**src/rtl/uart_tx.sv**
```systemverilog
// 8N1 UART transmitter: one start bit, eight data bits LSB first, one stop bit.
// tx and busy are registered and drive the pad/host directly.
module uart_tx #(
  parameter int unsigned TICKS_PER_BIT = 87
) (
  input  logic       clk,
  input  logic       reset,
  input  logic       start,
  input  logic [7:0] data_in,
  output logic       tx,
  output logic       busy
);

  localparam int unsigned CNT_W = (TICKS_PER_BIT > 1) ? $clog2(TICKS_PER_BIT) : 1;
  localparam logic [CNT_W-1:0] TICK_LAST = CNT_W'(TICKS_PER_BIT - 1);

  typedef enum logic [1:0] {
    ST_IDLE  = 2'd0,
    ST_START = 2'd1,
    ST_DATA  = 2'd2,
    ST_STOP  = 2'd3
  } state_e;

  state_e           state_q, state_d;
  logic [CNT_W-1:0] tick_cnt_q, tick_cnt_d;
  logic [2:0]       bit_idx_q, bit_idx_d;
  logic [7:0]       shift_q, shift_d;
  logic             tx_q, tx_d;
  logic             busy_q, busy_d;
  logic             bit_done;

  assign bit_done = (tick_cnt_q == TICK_LAST);

  // Next-state and next-output logic; tx_d is the level for the coming bit slot.
  always_comb begin
    state_d    = state_q;
    tick_cnt_d = tick_cnt_q;
    bit_idx_d  = bit_idx_q;
    shift_d    = shift_q;
    tx_d       = tx_q;
    busy_d     = busy_q;

    unique case (state_q)
      ST_IDLE: begin
        tx_d       = 1'b1;
        busy_d     = 1'b0;
        tick_cnt_d = '0;
        if (start) begin
          shift_d = data_in;
          tx_d    = 1'b0;
          busy_d  = 1'b1;
          state_d = ST_START;
        end
      end

      ST_START: begin
        if (bit_done) begin
          tick_cnt_d = '0;
          bit_idx_d  = 3'd0;
          tx_d       = shift_q[0];
          shift_d    = {1'b0, shift_q[7:1]};
          state_d    = ST_DATA;
        end else begin
          tick_cnt_d = tick_cnt_q + CNT_W'(1);
        end
      end

      ST_DATA: begin
        if (bit_done) begin
          tick_cnt_d = '0;
          if (bit_idx_q == 3'd7) begin
            tx_d    = 1'b1;
            state_d = ST_STOP;
          end else begin
            bit_idx_d = bit_idx_q + 3'd1;
            tx_d      = shift_q[0];
            shift_d   = {1'b0, shift_q[7:1]};
          end
        end else begin
          tick_cnt_d = tick_cnt_q + CNT_W'(1);
        end
      end

      ST_STOP: begin
        tx_d = 1'b1;
        if (bit_done) begin
          tick_cnt_d = '0;
          busy_d     = 1'b0;
          state_d    = ST_IDLE;
        end else begin
          tick_cnt_d = tick_cnt_q + CNT_W'(1);
        end
      end

      default: begin
        tx_d       = 1'b1;
        busy_d     = 1'b0;
        tick_cnt_d = '0;
        state_d    = ST_IDLE;
      end
    endcase
  end

  // Synchronous reset aborts any frame in flight and parks the line high.
  always_ff @(posedge clk) begin
    if (!reset) begin
      state_q    <= ST_IDLE;
      tick_cnt_q <= '0;
      bit_idx_q  <= 3'd0;
      shift_q    <= 8'd0;
      tx_q       <= 1'b1;
      busy_q     <= 1'b0;
    end else begin
      state_q    <= state_d;
      tick_cnt_q <= tick_cnt_d;
      bit_idx_q  <= bit_idx_d;
      shift_q    <= shift_d;
      tx_q       <= tx_d;
      busy_q     <= busy_d;
    end
  end

  assign tx   = tx_q;
  assign busy = busy_q;

endmodule

```
**config.mk**
```make
export PLATFORM = sky130hd
export DESIGN_NAME = uart_tx
export DESIGN_NICKNAME = d
export VERILOG_FILES = /design/src/rtl/uart_tx.sv
export SDC_FILE = /design/constraint.sdc
export NUM_CORES = 1
export LEC_CHECK = 0
export CORE_ASPECT_RATIO = 1.25
export CORE_MARGIN = 1.5
export CORE_UTILIZATION = 50
export DETAILED_ROUTE_END_ITERATION = 8
export GPL_TIMING_DRIVEN = 0
export PLACE_DENSITY = 0.72
export SYNTH_ARGS = -nofsm -noshare
export SYNTH_HDL_FRONTEND = slang
export SYNTH_SLANG_ARGS = --single-unit
```
**constraint.sdc**
```tcl
create_clock -name clk -period 5 [get_ports clk]
set_input_delay 1 -clock clk [delete_from_list [all_inputs] [get_ports clk]]
set_output_delay 1 -clock clk [all_outputs]
set_load 0.02 [all_outputs]
```
==> qor.txt <==
Status - completed
Crit path to - tx
Routed wire length - 2173 um
CP max stage cell - clkdlybuf4s50_1
Distinct cell type count after synthesis - 34
Final Hold Fails - 0
GRT Util Overall - 0.1945
Mapped Nets - 150
Avg WL per Cell - 12.35 um
GR Util met3 - 0.03738
Fill count - 204
Levels on crit path - 1
Commonest non-fill, non-tap cells in the layout - dfxtp_1, nand2_1, clkdlybuf4s50_1, nor2_1
Fmax - 0.4428 GHz
Placed Area - 1368 sq um
R2R Setup Slk - 3.09 ns
CP Data Arrival Time - 1.26 ns
Leakage - 0.5443 nW
First-pass GRT wire length - 3905 um
Setup TNS Final - 0 ns
CTS clk-pin slew, worst paths - 0.11 ns
NetSw - 260.2 uW
Gate Count Post-Synth - 130
Internal power - 413.8 uW
Synthesis warning total - 0
Synthesized area - 1209 sq um
DRC viols - 0
Worst path bufs/invs - 1
Reg2reg start - state_q[0]
Full die area - 2723 sq um
Die Wd - 46.98 um
Commonest non-fill, non-tap cell in the layout - dfxtp_1
Critical Path RT - 4.00 ns
TritonCTS clock tree - built
Area grow syn2layout - 15.01%
Hold Crit Start - shift_q[4]
Crit-path cells - clkdlybuf4s50_1
Nets@finish - 167
Antenna cells - 0
Drt pass-1 iters - 4
Critical path peak fanout - 2
Switching share of power - 0.3861
Layout cells sized above 1 - 0.1034
Buffer count from post-CTS setup fixing - 0
Input/output buffers - 12
Starting Density - 0.5409
Initial antenna violation count - 0
Grt peak-use layer - met2
GR Util met2 - 0.3542
Root Driver - clkbuf_4
Post-cts repair resize count - 0
Seq/Total Area, Yosys - 0.3644
CP max stage delay - 0.60 ns
Kind of end point of the critical path - output pin
Post-synth EDFFs - 0
Sequential power share - 0.376
Pwr dens - 484.9 nW/um^2
Gpl congestion - 0.7554
Final design utilization - 0.6221
Slew HR - 0.7030
H-tree levels - 1
DP Wirelength - 1694 um
Layout Skew - 0.0007434 ns
Peak supply drop - 344.5 uV
CP top delay family - buffers and inverters
Slew Limit Fails - 0
Ys async rst share - 0
Fin crit share - 0.4517
Critical path class - reg2out
Clock Tree Buf Depth - 2
Clock network power share - 0.118
Grt ovf - 0
Max_cap viols - 0
Cell area after layout - 1390 sq um
Startpoint Class - flip-flop
HP Class - reg2reg
Clock sinks - 22
# hold bufs at CTS - 0
Via count - 965
Logic pwr share - 0.506
Worst-margin pin slew - 0.4455 ns
I/O pin total - 13
Largest net degree at the start of global routing - 12
Core area - 2235 sq um
Vias in the first global route - 955
Mapped Avg Cell Area - 9.297 sq um
FF+latch count, synth - 22
RR Endpoint - shift_q[5]
Ys flop type - dfxtp_1
Initial DRC Count - 7
Via density - 5.483
Die height - 57.97 um
# setup viols final - 0
R2r worst-path depth - 6
Num CTS Buffers - 3
Clk Latency, worst-skew pair - 0.31 ns
Met1 Use GR - 0.2172
Min cycle time layout - 2.258 ns
Unrepaired setup endpoints after global routing - false
CP startpoint - tx
FP Rows - 19
Post-route antenna net violation count - 0
-- flip-flops by register name, indices dropped and copies added (netlist names) --
register and count:
bit_idx_q 3, tick_cnt_q 7, shift_q 8, tx 1
busy 1, state_q 2
-- metal layers --
layer  part of all wire  vias up
met5                  0        -
met4              0.016        0
met3              0.028        4
met2               0.54       19
met1               0.42      462
li1                   -      480
-- worst min path at each step --
stage          cells past startpoint             to  slack (ns)
6_report                           2     shift_q[4]        0.47
2_1_floorplan                      1  tick_cnt_q[0]        0.43
3_3_place_gp                       2     shift_q[2]        0.44
4_1_cts                            2     shift_q[4]        0.47
5_1_grt                            2     shift_q[1]        0.48
3_5_place_dp                       2     shift_q[1]        0.45
-- synth_stat cells, types with 2 or more instances --
cell type / n / area (sq um)
dfxtp_1: 22 / 440.4
xor2_1: 2 / 17.52
nor3b_1: 2 / 15.01
nor2_1: 11 / 41.29
mux2_2: 7 / 78.83
o21ai_0: 2 / 10.01
ha_1: 9 / 112.6
a21oi_1: 2 / 10.01
nand2_1: 19 / 71.32
nand2b_1: 4 / 25.02
clkbuf_1: 4 / 15.01
and3_1: 2 / 12.51
mux2i_1: 9 / 90.09
xnor2_1: 3 / 26.28
nand3_1: 7 / 35.03
inv_1: 6 / 22.52
a21boi_1: 2 / 15.01
-- power groups by stage --
stage               Combinational, mW  Sequential (mW)  Clock, mW
detailed placement              0.340            0.259          0
floorplan                       0.267            0.257          0
global route                    0.378            0.260     0.0883
CTS                             0.343            0.254     0.0817
global placement                0.333            0.254          0
finish                          0.341            0.253     0.0795
-- cell families (layout without fill, tap and decap cells) --
logic type	after synthesis	after routing	share of synthesized area
AO/OA/AOI/OAI	16	16	0.1118
XOR/XNOR	5	5	0.03624
adder cells (fa/ha/maj)	9	9	0.09317
buffers and inverters	10	25	0.03105
flip-flops	22	22	0.3644
multiplexers	16	16	0.1398
AND/OR/NAND/NOR	52	52	0.2236
-- layout make-up --
cell class,instances,area (sq um),area share
Multi-Input combinational cell,98,730.7,0.5257
Buffer,4,15.01,0.01080
Tap cell,31,38.79,0.02790
Timing Repair Buffer,12,120.1,0.08641
Clock buffer,3,22.52,0.01620
Inverter,6,22.52,0.01620
Sequential cell,22,440.4,0.3168
-- stage by stage --
stage | std cells | hold slack [ns] | setup WS (ns) | power [mW]
2_1_floorplan | 130 | 0.4256 | 3.255 | 0.5237
3_3_place_gp | 173 | 0.4419 | 2.645 | 0.5870
3_5_place_dp | 173 | 0.4505 | 2.648 | 0.5987
4_1_cts | 176 | 0.4700 | 2.731 | 0.6786
5_1_grt | 176 | 0.4793 | 2.690 | 0.7264
6_report | 176 | 0.4652 | 2.742 | 0.6740
Note: power is estimated with default switching activity, not from simulation.
